==> src/rtl/if_stage.sv <==
// Instruction-fetch stage: owns the PC, drives the instruction SRAM request and the IF->ID bus.
// Latency: one clock from an advancing cycle to the new address on inst_sram_addr / if_to_id_bus.
// Backpressure: stall[0] freezes pc_reg/ce_reg; a redirect seen while frozen is parked and used on release.
//
// Ports:
//   clk, rst          clock; synchronous active-high reset (dominant over every other input)
//   stall[5:0]        pipeline stall vector, only stall[0] (PC/IF hold) is used here
//   br_bus[32:0]      {br_e, br_addr} from ID, combinational in ID
//   if_to_id_bus      {ce, pc} towards ID
//   inst_sram_*       fetch request; the stage never writes, so wen/wdata are tied to zero
module if_stage #(
   parameter logic [31:0] RESET_PC = 32'hBFBF_FFFC
) (
   input  logic        clk,
   input  logic        rst,
   input  logic [5:0]  stall,
   input  logic [32:0] br_bus,
   output logic [32:0] if_to_id_bus,
   output logic        inst_sram_en,
   output logic [3:0]  inst_sram_wen,
   output logic [31:0] inst_sram_addr,
   output logic [31:0] inst_sram_wdata
);

   typedef enum logic [1:0] {
      BOOT      = 2'd0,
      RUN       = 2'd1,
      HOLD_PEND = 2'd2
   } state_t;

   typedef struct packed {
      logic        ce;
      logic [31:0] pc;
   } if_to_id_t;

   typedef struct packed {
      logic        br_e;
      logic [31:0] br_addr;
   } br_t;

   state_t      state, state_nxt;
   logic [31:0] pc_reg, pc_nxt;
   logic        ce_reg, ce_nxt;
   logic        pend_valid, pend_valid_nxt;
   logic [31:0] pend_addr, pend_addr_nxt;

   br_t         br;
   logic        hold;
   logic [31:0] next_pc;
   if_to_id_t   to_id;

   // Only stall[0] concerns the fetch stage; the other bits belong to later stages.
   logic        unused_stall_hi;
   assign unused_stall_hi = ^stall[5:1];

   assign br   = br_t'(br_bus);
   assign hold = stall[0];

   // A fresh redirect beats a parked one; otherwise fall through sequentially (wraps at 2^32).
   always_comb begin
      next_pc = pc_reg + 32'd4;
      if (br.br_e) begin
         next_pc = br.br_addr;
      end else if (pend_valid) begin
         next_pc = pend_addr;
      end
   end

   // Next-state and datapath update.
   always_comb begin
      state_nxt      = state;
      pc_nxt         = pc_reg;
      ce_nxt         = ce_reg;
      pend_valid_nxt = pend_valid;
      pend_addr_nxt  = pend_addr;

      if (!hold) begin
         pc_nxt         = next_pc;
         ce_nxt         = 1'b1;
         pend_valid_nxt = 1'b0;
      end else if (br.br_e) begin
         // PC must stay put for the SRAM, so park the target; newest redirect wins.
         pend_valid_nxt = 1'b1;
         pend_addr_nxt  = br.br_addr;
      end

      case (state)
         BOOT: begin
            if (!hold) state_nxt = RUN;
         end
         RUN: begin
            if (hold && br.br_e) state_nxt = HOLD_PEND;
         end
         HOLD_PEND: begin
            if (!hold) state_nxt = RUN;
         end
         default: begin
            state_nxt = BOOT;
         end
      endcase
   end

   always_ff @(posedge clk) begin
      if (rst) begin
         state      <= BOOT;
         pc_reg     <= RESET_PC;
         ce_reg     <= 1'b0;
         pend_valid <= 1'b0;
         pend_addr  <= 32'd0;
      end else begin
         state      <= state_nxt;
         pc_reg     <= pc_nxt;
         ce_reg     <= ce_nxt;
         pend_valid <= pend_valid_nxt;
         pend_addr  <= pend_addr_nxt;
      end
   end

   // Outputs come straight from registers: no combinational path from stall or br_bus.
   assign to_id.ce        = ce_reg;
   assign to_id.pc        = pc_reg;
   assign if_to_id_bus    = to_id;
   assign inst_sram_en    = ce_reg;
   assign inst_sram_addr  = pc_reg;
   assign inst_sram_wen   = 4'b0000;
   assign inst_sram_wdata = 32'd0;

endmodule

==> config.mk <==
export PLATFORM = sky130hd
export DESIGN_NAME = if_stage
export DESIGN_NICKNAME = d
export VERILOG_FILES = /design/src/rtl/if_stage.sv
export SDC_FILE = /design/constraint.sdc
export NUM_CORES = 1
export LEC_CHECK = 0
export ABC_AREA = 1
export BUFFER_PORTS_ARGS = -buffer_cell sky130_fd_sc_hd__buf_2
export CAP_MARGIN = 20
export CORE_ASPECT_RATIO = 1.2
export CORE_MARGIN = 2
export CORE_UTILIZATION = 47
export CTS_BUF_LIST = sky130_fd_sc_hd__clkbuf_8
export CTS_CLUSTER_DIAMETER = 80
export DETAILED_ROUTE_END_ITERATION = 8
export PLACE_DENSITY_LB_ADDON = 0.2
export SETUP_SLACK_MARGIN = 0.05
export SYNTH_ARGS = -nofsm -noshare
export SYNTH_HDL_FRONTEND = slang
export SYNTH_SLANG_ARGS = --single-unit
==> constraint.sdc <==
create_clock -name clk -period 1.43 [get_ports clk]
set_input_delay 0.143 -clock clk [delete_from_list [all_inputs] [get_ports clk]]
set_output_delay 0.143 -clock clk [all_outputs]
set_load 0.01 [all_outputs]
# After elaboration in Yosys (flattened, before gate mapping)
# Cells that the tools add are included.
# word_totals
word_cells,10
romBits,0
ff_bits,66
mem_bits_rw,0
latch_bits,0
memories,0
# op_classes
add_sub_neg,1
shifts,0
div_mod_pow,0
n_mux,2
reduce_logical,2
eq_ne,0
bitwise_logic,1
multipliers,0
order_cmp,0
# op_table
cell,count
32-bit two-way mux,2
"32-bit by 3-bit adder with 32-bit output, second input constant",1
2-bit AND reduction,1
2-bit OR reduction,1
1-bit inverter,1

# Logic depth before layout (Yosys ltp)
# Gate-level depths: netlist of run 1.
# logic_depth
word_depth,3
mapped_depth,10
depth_no_buf,10

# Least setup slack after synthesis of run 1
# Ideal clock, no wire load.
# synth_path
kind,register to register
from,register pc_reg[2] (netlist: inst_sram_addr[2])
to,register pc_reg[18] (netlist: inst_sram_addr[18])
required_time_ps,1360
period_less_slack_ps,1583
path_slack_ps,-153
stages_incl_launch_ff,9
arrival_ps,1513
path_cell_list,dfxtp_1 ha_1 nand2_1 nor2_2 nand2_2 nor2_1 xor2_1 nand2_1 a21oi_1
# synth_between
elab_chain_cells,3
# synth_rtl
element,line_no,source
"start, declared",42,"logic [31:0] pc_reg, pc_nxt;"
"start signal, assigned",112,pc_reg <= pc_nxt;
32-bit by 3-bit adder with 32-bit output,61,next_pc = pc_reg + 32'd4;
32-bit two-way mux,64,end else if (pend_valid) begin
32-bit two-way mux,62,if (br.br_e) begin
# No other way between the ends.
# A chain may end at the register's enable or synchronous reset.

# Worst setup path in the final report of run 1
# layout_path
from,register pc_reg[3] (netlist: inst_sram_addr[3])
to,register pc_reg[28] (netlist: inst_sram_addr[28])
# Same word-level chain as after synthesis.

==> impl_metrics.csv, run 1 <==
group,metric,value,unit
synth,synth.lib_cells_used.distinct,30,
clock_network,tritoncts,"yes",
pwr,switchingPower,1920,µW
cells_and_area,filler_cell_count,738,
setup_path,startpoint_type,"flop",
floorplanning,number_of_rows_created_at_floorplan,36,
route,remaining_drc_errors,0,
cells_and_area,multi_input_comb_area,2220,µm²
sta,layout_worst_path_cycle_share,98.8,%
pwr,power_per_cell_area,1150,nW/µm²
cells_and_area,layout.nets,749,
place,dp.final_hpwl,7.99,mm
sta,setup_violating_endpoint_count_in_the_final_report,0,
synth,ys_top_cells_by_area,"sky130_fd_sc_hd__dfxtp_1 33%, sky130_fd_sc_hd__buf_4 13%, sky130_fd_sc_hd__nand2_1 11%, sky130_fd_sc_hd__nor2_1 11%, sky130_fd_sc_hd__a221oi_1 5.5%",
pwr,share_seq_of_total_power,35.5,%
setup_path,worst-path-buf-inv,0,
pwr,power.switching_fraction,32.4,%
global_route,grt_antenna_before_repair,0,
route,drt-wirelength-per-cell,14.3,µm
route,drt_pre_antenna_iters,7,
sta,clock-skew-final,0.0100,ns
global_route,wire_length_of_the_first_global_routing_pass,17.6,mm
floorplanning,i_o_pin_count,143,
sta,max_freq,708,MHz
outcome,run_status,"completed",
pwr,power.share.clock,36.9,%
floorplanning,die_height,105,µm
pwr,power.internal,4000,µW
place,port_buffers,101,
sta,unrepaired_setup_endpoints_after_global_routing,"true",
sta,timing.final.hold_violations,0,
synth,yosysTopAreaCell,"sky130_fd_sc_hd__dfxtp_1",
synth,postSynthCellCount,594,
synth,synth.cell_area,3980,µm²
clock_network,cts-root-buf,"sky130_fd_sc_hd__clkbuf_8",
setup_path,critPathTopFamily,"simple AND/OR/NAND/NOR gates",
floorplanning,floorplan.die_area,9220,µm²
clock_network,cts_buffer_depth,2,
route,drt_iter0_markers,276,
run,cap_violations,0,
route,viasPerCell,5.16,
synth,synth.ff_latch_count,66,
clock_network,cts.sink_count,66,
floorplanning,core_region_area,8150,µm²
synth,syn-mean-instance-area,6.70,µm²
pwr,combinationalPowerShare,27.6,%
clock_network,cts-htree-levels,3,
sta,final_period_minus_worst_setup_slack,1.41,ns
setup_path,cp_cell_sequence,"ha_4 -> nand2_4 -> nor2_4 -> nand2_4 -> nor2_4 -> nand2_1 -> nand2_1 -> nand2_2 -> nand2_2 -> a21oi_2",
hold_path,timing.hold.worst.class,"in2reg",
sta,slew_violations,0,
cells_and_area,number_of_antenna_cells_inserted,0,
synth,post-synth-top-area-fraction,33.2,%
setup_path,cp_data_required_time,1.67,ns
cells_and_area,post_route_cells_drive_above_1_share,36.0,%
setup_path,critPathKind,"reg2reg",
setup_path,worst-endpoint-arrival,1.66,ns
pwr,max_rail_drop_vdd,618,µV
sta,fin_tns_setup,0,ns
clock_network,clock_insertion_delay_worst_skew,0.36,ns
synth,synth_enable_flop_cells,0,
cells_and_area,regArea,1360,µm²
sta,slew_headroom,47.9,%
global_route,grt_overflow_total,0,
setup_path,critical_path_peak_fanout,5,
pwr,p_leak,0.00246,µW
place,globalplace.congestion,0.921,
synth,synth.yosys.warnings,0,
setup_path,critical_path.endpoint_type,"flop",
pwr,report.power.total,5930,µW
sta,timing_worst_slew_pin_value,0.780,ns
floorplanning,floorplan.die.width,88.0,µm
synth,most_common_flop_cell_mapped_by_yosys,"sky130_fd_sc_hd__dfxtp_1",
route,detailroute.via_count,4261,
synth,ys_async_sr_fraction,0,%
setup_path,slowest_delay,0.37,ns
clock_network,cts_inserted_buffers,9,
route,wl,11.9,mm
synth,share_of_the_yosys_chip_area_belonging_to_registers,33.2,%
global_route,grt_start_max_net_pins,41,
floorplanning,floorplan.initialDensity,48.8,%
route,detail-route-antenna-nets,0,
global_route,vias_in_the_first_global_route,3681,
setup_path,crit_path_top_delay_cell,"sky130_fd_sc_hd__dfxtp_4",
global_route,grt_usage,24.3,%
clock_network,cts.reportedPaths.clkPinSlew,0.08,ns
cells_and_area,syn2layout_area_growth,29.5,%
==> worst register-to-register path, delay by kind of cell (launching register included) <==
| family | cells | cell delay [ns] |
|---|---|---|
| AO/OA/AOI/OAI | 1 | 0.05 |
| adder cells (fa/ha/maj) | 1 | 0.15 |
| flip-flops | 1 | 0.37 |
| AND/OR/NAND/NOR | 8 | 0.74 |
==> sequential cells by signal, summed over array words and instances, names as in the netlist <==
register,count
inst_sram_addr,32
inst_sram_en,1
pend_addr,32
pend_valid,1
==> kinds of logic (layout without fill, tap and decap cells) <==
kind of cell	Yosys count	in the layout	share of synthesized area, %
other	1	36	0.0942
buffers and inverters	132	215	19.6
xor gates and xnor gates	5	5	1.10
AOI/OAI and AO/OA	120	120	18.3
adders and majority gates	1	1	0.314
DFF	66	66	33.2
and+or+nand+nor	269	269	27.4
==> area by class of cell <==
| class | instances | area share [%] |
|---|---|---|
| repair buffers | 158 | 19.1 |
| multi-input cells | 431 | 43.1 |
| inverters | 41 | 3.23 |
| clock inverters | 6 | 2.67 |
| clock buffers | 10 | 2.67 |
| flip-flops and latches | 66 | 26.4 |
| well taps | 114 | 2.77 |
==> per-layer routing <==
| metal | vias to the layer above | share of wire, % | GRT usage [%] | wire length [µm] |
|---|---|---|---|---|
| li1 | 2065 | - | - | - |
| met2 | 231 | 48 | 38.3 | 5710 |
| met5 | - | 0 | 0 | 0 |
| met4 | 0 | 2.5 | 8.90 | 294 |
| met1 | 1936 | 42 | 33.2 | 4990 |
| met3 | 29 | 7.3 | 3.95 | 861 |
==> power by group through the flow <==
stage          combinational, µW  sequential, µW  clock, µW
5_1_grt                     1780            2120       2290
3_3_place_gp                1320            2130          0
2_1_floorplan                932            2180          0
3_5_place_dp                1340            2130          0
6_report                    1630            2100       2190
4_1_cts                     1410            2090       2190
==> worst paths after layout <==
path | startpoint | endpoint | slack, ns | cells after the start
worst min register to register | pend_addr[9] | pend_addr[9] | 0.45 | 2
worst min-delay path | br_bus[24] | pend_addr[24] | 0.06 | 3
worst max register to register | inst_sram_addr[3] | inst_sram_addr[28] | 0.02 | 10
worst max-delay path | inst_sram_addr[3] | inst_sram_addr[28] | 0.02 | 10
==> synthesized netlist by cell type, drive strengths merged (2+ instances only) <==
master and n:
a221oi 25, a211oi 5, xor2 5, a21oi 39, dfxtp 66, a22oi 4, o22ai 2, o21ai 42
nand2 124, nor2 125, nand3b 2, buf 81, clkbuf 10, nor3 2, nand3 15, inv 40
==> timing repair <==
action	CTS	global route
hold endpoints to repair	1	0
buffers inserted	4	6
hold buffers	2	0
endpoints found under the setup margin	18	29
gates resized for setup	17	82
pin swaps	6	30
==> metrics by stage <==
stage / utilization (%) / area [µm²] / hold slack [ns] / setup slack (ns) / instances
detailed placement: 55.3 / 4510 / 0.370 / -0.0501 / 798
global route: 63.2 / 5150 / 0.0542 / -0.0735 / 826
CTS: 59.9 / 4880 / 0.0542 / 0.0126 / 820
finish: 63.2 / 5150 / 0.0586 / 0.0176 / 826
global placement: 55.3 / 4510 / 0.368 / 0.0109 / 798
floorplan: - / 4130 / 0.221 / 0.0677 / 629
==> cell usage in the layout, fill, tap and decap left out, drive strengths merged <==
cell type and instances:
clkinv 2, dlygate4sd3 2, conb 36, and2 1, o211ai 1, a21oi 39, inv 39, o21bai 1
o22ai 2, clkbuf 10, dfxtp 66, o221ai 1, xor2 5, a221oi 25, clkinvlp 2, a211oi 5
nand3 15, a22oi 4, nor2 125, nand2 124, bufinv 4, buf 156, nand3b 2, o21ai 42
ha 1, nor3 2
(Power assumes the default switching activity.)
==> run 2, diff against run 1 <==
--- a/config.mk
+++ b/config.mk
@@ -14,7 +14,9 @@
 export CTS_BUF_LIST = sky130_fd_sc_hd__clkbuf_8
 export CTS_CLUSTER_DIAMETER = 80
 export DETAILED_ROUTE_END_ITERATION = 8
+export GPL_TIMING_DRIVEN = 0
 export PLACE_DENSITY_LB_ADDON = 0.2
+export REMOVE_ABC_BUFFERS = 1
 export SETUP_SLACK_MARGIN = 0.05
 export SYNTH_ARGS = -nofsm -noshare
 export SYNTH_HDL_FRONTEND = slang
==> run 2 against run 1 <==
Effect of this change: clock skew increased by 0.0046 ns; power decreased by 7.5%; clock-buffer cell count unchanged; maximum frequency fell by 1.1%; setup slack lost 0.016 ns; core utilization down 1.5 points; via count down 4.5%; non-clock buffer count decreased by 34; sequential share of layout area rose by 1.3 points; routed wire length is 0.89% higher; largest cell class unchanged.
==> impl_metrics.csv, run 2 (same netlist as run 1, synthesis figures left out) <==
group,metric,value,unit
cells_and_area,regArea,1400,µm²
pwr,report.power.total,5480,µW
route,viasPerCell,5.11,
cells_and_area,multi_input_comb_area,2330,µm²
place,dp.final_hpwl,7.19,mm
setup_path,critical_path.endpoint_type,"flop",
sta,layout_worst_path_cycle_share,99.9,%
sta,unrepaired_setup_endpoints_after_global_routing,"true",
route,drt_pre_antenna_iters,5,
sta,clock-skew-final,0.0147,ns
cells_and_area,final_cell_mix,"100 x sky130_fd_sc_hd__buf_2, 97 x sky130_fd_sc_hd__nand2_1, 94 x sky130_fd_sc_hd__nor2_1",
clock_network,cts_buffer_depth,2,
pwr,switchingPower,1880,µW
pwr,max_rail_drop_vdd,597,µV
pwr,combinationalPowerShare,29.1,%
sta,slew_headroom,43.7,%
global_route,grt_start_max_net_pins,37,
pwr,power.switching_fraction,34.3,%
cells_and_area,post_route_cells_drive_above_1_share,37.1,%
pwr,power.internal,3600,µW
floorplanning,floorplan.die_area,9220,µm²
route,detailroute.via_count,4071,
clock_network,cts.reportedPaths.clkPinSlew,0.08,ns
clock_network,clock_insertion_delay_worst_skew,0.36,ns
route,wl,12.0,mm
place,detailed_place.area,4160,µm²
sta,setup_violating_endpoint_count_in_the_final_report,0,
cells_and_area,syn2layout_area_growth,26.4,%
cells_and_area,layout.cells.most_common,"sky130_fd_sc_hd__buf_2",
floorplanning,die_height,105,µm
setup_path,startpoint_type,"flop",
clock_network,cts-root-buf,"sky130_fd_sc_hd__clkbuf_8",
route,detail-route-antenna-nets,0,
setup_path,crit_path_top_delay_cell,"sky130_fd_sc_hd__dfxtp_4",
setup_path,cp_cell_sequence,"buf_6 -> nand2_4 -> nor2_4 -> nand2_4 -> nor2_4 -> xor2_1 -> nand2_1 -> a21oi_2",
sta,slew_violations,0,
route,remaining_drc_errors,0,
global_route,grt_antenna_before_repair,0,
pwr,power_per_cell_area,1090,nW/µm²
setup_path,cp_data_required_time,1.71,ns
sta,final.hold.worst_slack,0.0573,ns
sta,timing.final.hold_violations,0,
sta,timing_worst_slew_pin_value,0.840,ns
hold_path,timing.hold.worst.class,"in2reg",
cells_and_area,finish.instance_area,5030,µm²
place,post-place-ws,-1.26,ns
place,port_buffers,101,
setup_path,critPathTopFamily,"simple AND/OR/NAND/NOR gates",
route,drt-wirelength-per-cell,15.0,µm
cells_and_area,layout.nets,719,
global_route,wire_length_of_the_first_global_routing_pass,17.6,mm
clock_network,holdBufCountCts,0,
pwr,power.share.clock,31.6,%
clock_network,tritoncts,"yes",
place,globalplace.congestion,0.892,
clock_network,cts-htree-levels,3,
setup_path,critPathKind,"reg2reg",
floorplanning,number_of_rows_created_at_floorplan,36,
sta,layout_setup_ws,0.00181,ns
pwr,p_leak,0.00232,µW
global_route,grt_overflow_total,0,
global_route,vias_in_the_first_global_route,3737,
cells_and_area,number_of_antenna_cells_inserted,0,
global_route,grt_usage,24.1,%
setup_path,worst-endpoint-arrival,1.71,ns
floorplanning,floorplan.die.width,88.0,µm
sta,final_period_minus_worst_setup_slack,1.43,ns
sta,max_freq,700,MHz
outcome,run_status,"completed",
setup_path,worst-path-buf-inv,1,
setup_path,critical_path_peak_fanout,5,
floorplanning,i_o_pin_count,143,
cells_and_area,finalCoreUtilization,61.7,%
clock_network,cts.sink_count,66,
setup_path,slowest_delay,0.37,ns
pwr,share_seq_of_total_power,39.3,%
clock_network,cts_inserted_buffers,9,
floorplanning,core_region_area,8150,µm²
run,cap_violations,0,
cells_and_area,filler_cell_count,758,
route,drt_iter0_markers,234,
floorplanning,floorplan.initialDensity,48.8,%
## run 2: changes by cell type in the layout (fill, tap and decap cells not counted), sizes merged
cell / before / now
inv: 39 / 40
buf: 156 / 124
dlygate4sd3: 2 / 0
bufinv: 4 / 2
clkinvlp: 2 / 6
nor2: 125 / 126
## run 2: metrics by stage
| stage | instances | TNS [ns] |
|---|---|---|
| global placement | 753 | -73.73 |
| detailed placement | 754 | -61.79 |
| floorplan | 538 | -4.35 |
| global route | 796 | -0.623 |
| finish | 796 | 0 |
| CTS | 779 | -0.0287 |
## run 2: power by group through the flow
stage / clock network, µW / logic, µW / registers (µW)
finish: 1730 / 1590 / 2150
global route: 1830 / 1750 / 2180
CTS: 1740 / 1290 / 2140
detailed placement: 0 / 1150 / 2170
global placement: 0 / 1120 / 2170
floorplan: 0 / 677 / 2220
## run 2: what timing repair did
item / in CTS / in global routing
setup buffers: 8 / 14
pin swaps: 13 / 37
cloned: 1 / 3
gates resized for setup: 56 / 105
hold endpoints to repair: 0 / 0
setup endpoints to repair: 65 / 57
## run 2: worst paths after layout
kind | endpoint | slack [ns] | from | cells after the start
worst min-delay path | pend_addr[15] | 0.06 | br_bus[15] | 3
worst max register to register | inst_sram_addr[15] | 0.002 | inst_sram_addr[3] | 8
worst min register to register | pend_addr[9] | 0.45 | pend_addr[9] | 2
worst max-delay path | inst_sram_addr[15] | 0.002 | inst_sram_addr[3] | 8
## run 2: layer usage
| layer | GRT usage, % | up-vias | share of wire (%) |
|---|---|---|---|
| li1 | - | 2007 | - |
| met1 | 28.9 | 1905 | 42 |
| met2 | 41.1 | 140 | 51 |
| met3 | 5.45 | 19 | 5.2 |
| met4 | 9.01 | 0 | 1.5 |
| met5 | 0 | - | 0 |
## run 2: layout make-up
type | count | area share (%)
clock buffers | 10 | 2.74
multi-input cells | 432 | 46.4
repair buffers | 124 | 14.6
inverters | 41 | 3.71
flip-flops and latches | 66 | 27.8
repair inverters | 3 | 0.398
well taps | 114 | 2.84
clock inverters | 6 | 1.49
## run 2: worst min-delay path: stages
cell	delay, ns
sky130_fd_sc_hd__buf_2	0.09
sky130_fd_sc_hd__o21ai_0	0.07
sky130_fd_sc_hd__nor2_1	0.07
==> run 3, diff against run 2 <==
--- a/config.mk
+++ b/config.mk
@@ -7,10 +7,10 @@
 export LEC_CHECK = 0
 export ABC_AREA = 1
 export BUFFER_PORTS_ARGS = -buffer_cell sky130_fd_sc_hd__buf_2
-export CAP_MARGIN = 20
+export CAP_MARGIN = 30
 export CORE_ASPECT_RATIO = 1.2
 export CORE_MARGIN = 2
-export CORE_UTILIZATION = 47
+export CORE_UTILIZATION = 45
 export CTS_BUF_LIST = sky130_fd_sc_hd__clkbuf_8
 export CTS_CLUSTER_DIAMETER = 80
 export DETAILED_ROUTE_END_ITERATION = 8
==> constraint.sdc (replaced) <==
create_clock -name clk -period 1.15 [get_ports clk]
set_input_delay 0.115 -clock clk [delete_from_list [all_inputs] [get_ports clk]]
set_output_delay 0.115 -clock clk [all_outputs]
set_load 0.01 [all_outputs]
==> run 3 against run 2 <==
Effect of this change: the run now ends with negative setup slack left; clock power increased by 18%; non-clock buffer count increased by 15; global-route usage increased by 0.28 points; combinational power increased by 38%; critical path type unchanged; largest cell class unchanged.
==> impl_metrics.csv, run 3 (same netlist as run 1, synthesis figures left out) <==
group,metric,value,unit
outcome,run_status,"finished with violations",
outcome,violations,"negative setup slack",
sta,layout_setup_ws,-0.306,ns
setup_path,reg2reg_setup_slack,-0.31,ns
global_route,wire_length_of_the_first_global_routing_pass,18.5,mm
global_route,grt_usage,24.4,%
cells_and_area,syn2layout_area_growth,34.5,%
setup_path,worst-endpoint-arrival,1.72,ns
clock_network,cts.reportedPaths.clkPinSlew,0.07,ns
route,viasPerCell,5.22,
setup_path,critical_path.endpoint_type,"flop",
floorplanning,core_region_area,8560,µm²
clock_network,tritoncts,"yes",
global_route,grt_antenna_before_repair,0,
hold_path,hold_end,"pend_addr[11]",
route,wl,12.7,mm
cells_and_area,finalCoreUtilization,62.5,%
route,detail-route-antenna-nets,0,
pwr,report.power.total,6930,µW
setup_path,timing.reg2reg.worst_path_depth,8,
cells_and_area,multi_input_comb_area,2400,µm²
setup_path,critPathKind,"reg2reg",
cells_and_area,filler_cell_count,764,
cells_and_area,post_route_cells_drive_above_1_share,41.0,%
floorplanning,die_height,107,µm
floorplanning,floorplan.die.width,89.8,µm
global_route,vias_in_the_first_global_route,3776,
route,drt_iter0_markers,312,
setup_path,cp_data_required_time,1.42,ns
global_route,grt_overflow_total,0,
cells_and_area,regArea,1410,µm²
cells_and_area,number_of_antenna_cells_inserted,0,
place,dp.final_hpwl,7.18,mm
route,drt-wirelength-per-cell,15.5,µm
setup_path,startpoint_type,"flop",
floorplanning,floorplan.die_area,9610,µm²
floorplanning,floorplan.initialDensity,46.5,%
place,detailed_place.area,4180,µm²
floorplanning,number_of_rows_created_at_floorplan,37,
route,remaining_drc_errors,0,
clock_network,cts_inserted_buffers,9,
sta,layout_worst_path_cycle_share,127,%
sta,clock-skew-final,0.00533,ns
hold_path,timing.hold.worst.class,"in2reg",
run,cap_violations,0,
sta,fin_tns_setup,-5.08,ns
cells_and_area,layout.cells.most_common,"sky130_fd_sc_hd__nand2_1",
floorplanning,i_o_pin_count,143,
cells_and_area,layout.nets,736,
clock_network,cts_buffer_depth,2,
hold_path,cell_count_of_the_worst_hold_path,3,
place,globalplace.congestion,0.826,
clock_network,cts.sink_count,66,
pwr,max_rail_drop_vdd,691,µV
route,detailroute.via_count,4253,
pwr,power_per_cell_area,1290,nW/µm²
sta,max_freq,687,MHz
clock_network,cts-root-buf,"sky130_fd_sc_hd__clkbuf_8",
sta,unrepaired_setup_endpoints_after_global_routing,"true",
sta,slew_violations,0,
clock_network,cts-htree-levels,3,
sta,setup_violating_endpoint_count_in_the_final_report,44,
cells_and_area,finish.instance_area,5350,µm²
sta,final_period_minus_worst_setup_slack,1.46,ns
cells_and_area,final_cell_mix,"93 x sky130_fd_sc_hd__nand2_1, 88 x sky130_fd_sc_hd__nor2_1, 86 x sky130_fd_sc_hd__buf_2",
pwr,p_leak,0.00247,µW
route,drt_pre_antenna_iters,6,
setup_path,critical_path_peak_fanout,6,
setup_path,crit-reg2reg-capture,"inst_sram_addr[10]",
sta,timing.final.hold_violations,0,
global_route,grt_start_max_net_pins,37,
hold_path,min_from,"br_bus[11]",
setup_path,critical_path.reg2reg.startpoint,"inst_sram_addr[6]",
place,port_buffers,101,
clock_network,clock_insertion_delay_worst_skew,0.35,ns
-- run 3: worst max-delay path, cell delays in order (launching register included) --
cell                      delay, ns
sky130_fd_sc_hd__dfxtp_4       0.42
sky130_fd_sc_hd__nand2_2       0.10
sky130_fd_sc_hd__nor2_2        0.17
sky130_fd_sc_hd__nand2_4       0.11
sky130_fd_sc_hd__buf_4         0.16
sky130_fd_sc_hd__buf_4         0.12
sky130_fd_sc_hd__nand2_1       0.05
sky130_fd_sc_hd__nand3_1       0.08
sky130_fd_sc_hd__a22oi_1       0.16
-- run 3: cell type report --
| type | instances | area share (%) |
|---|---|---|
| Timing Repair inverter | 5 | 0.655 |
| Sequential cell | 66 | 26.4 |
| Clock inverter | 3 | 0.725 |
| Clock buffer | 12 | 3.09 |
| Timing Repair Buffer | 139 | 18.1 |
| Tap cell | 117 | 2.74 |
| Multi-Input combinational cell | 432 | 44.9 |
| Inverter | 41 | 3.37 |
-- run 3: power by group --
part	switching (µW)	total [µW]	internal, µW
Combinational	1320	2200	883
Clock	890	2050	1160
Sequential	221	2680	2460
-- run 3: worst max path at each step --
| stage | startpoint | end | slack [ns] | cells after the start |
|---|---|---|---|---|
| 2_1_floorplan | inst_sram_addr[2] | inst_sram_addr[18] | -0.50 | 8 |
| 3_3_place_gp | br_bus[32] | pend_addr[0] | -1.61 | 5 |
| 3_5_place_dp | rst | inst_sram_addr[11] | -1.32 | 6 |
| 4_1_cts | inst_sram_addr[3] | inst_sram_addr[14] | -0.23 | 8 |
| 5_1_grt | inst_sram_addr[8] | inst_sram_addr[15] | -0.37 | 7 |
| 6_report | inst_sram_addr[6] | inst_sram_addr[10] | -0.31 | 8 |
-- run 3: through the flow --
step           cells  hold WS [ns]  setup slack, ns
2_1_floorplan    538         0.193           -0.502
3_3_place_gp     756         0.331            -1.61
3_5_place_dp     758         0.341            -1.32
4_1_cts          800        0.0170           -0.226
5_1_grt          815        0.0308           -0.374
6_report         815        0.0252           -0.306
-- run 3: metal layers --
layer	wire length [µm]	up-vias	GRT usage, %	share of wire, %
li1	-	2047	-	-
met1	5160	1962	29.2	41
met2	6310	214	43.8	50
met3	885	30	3.79	7.0
met4	295	0	9.67	2.3
met5	0	-	0	0
-- run 3: what timing repair did --
| action | CTS | global route |
|---|---|---|
| setup endpoints to repair | 101 | 71 |
| hold buffers | 0 | 0 |
| pin swaps | 31 | 31 |
| buffers inserted | 22 | 17 |
| cloned | 5 | 1 |
| gates resized for setup | 125 | 90 |
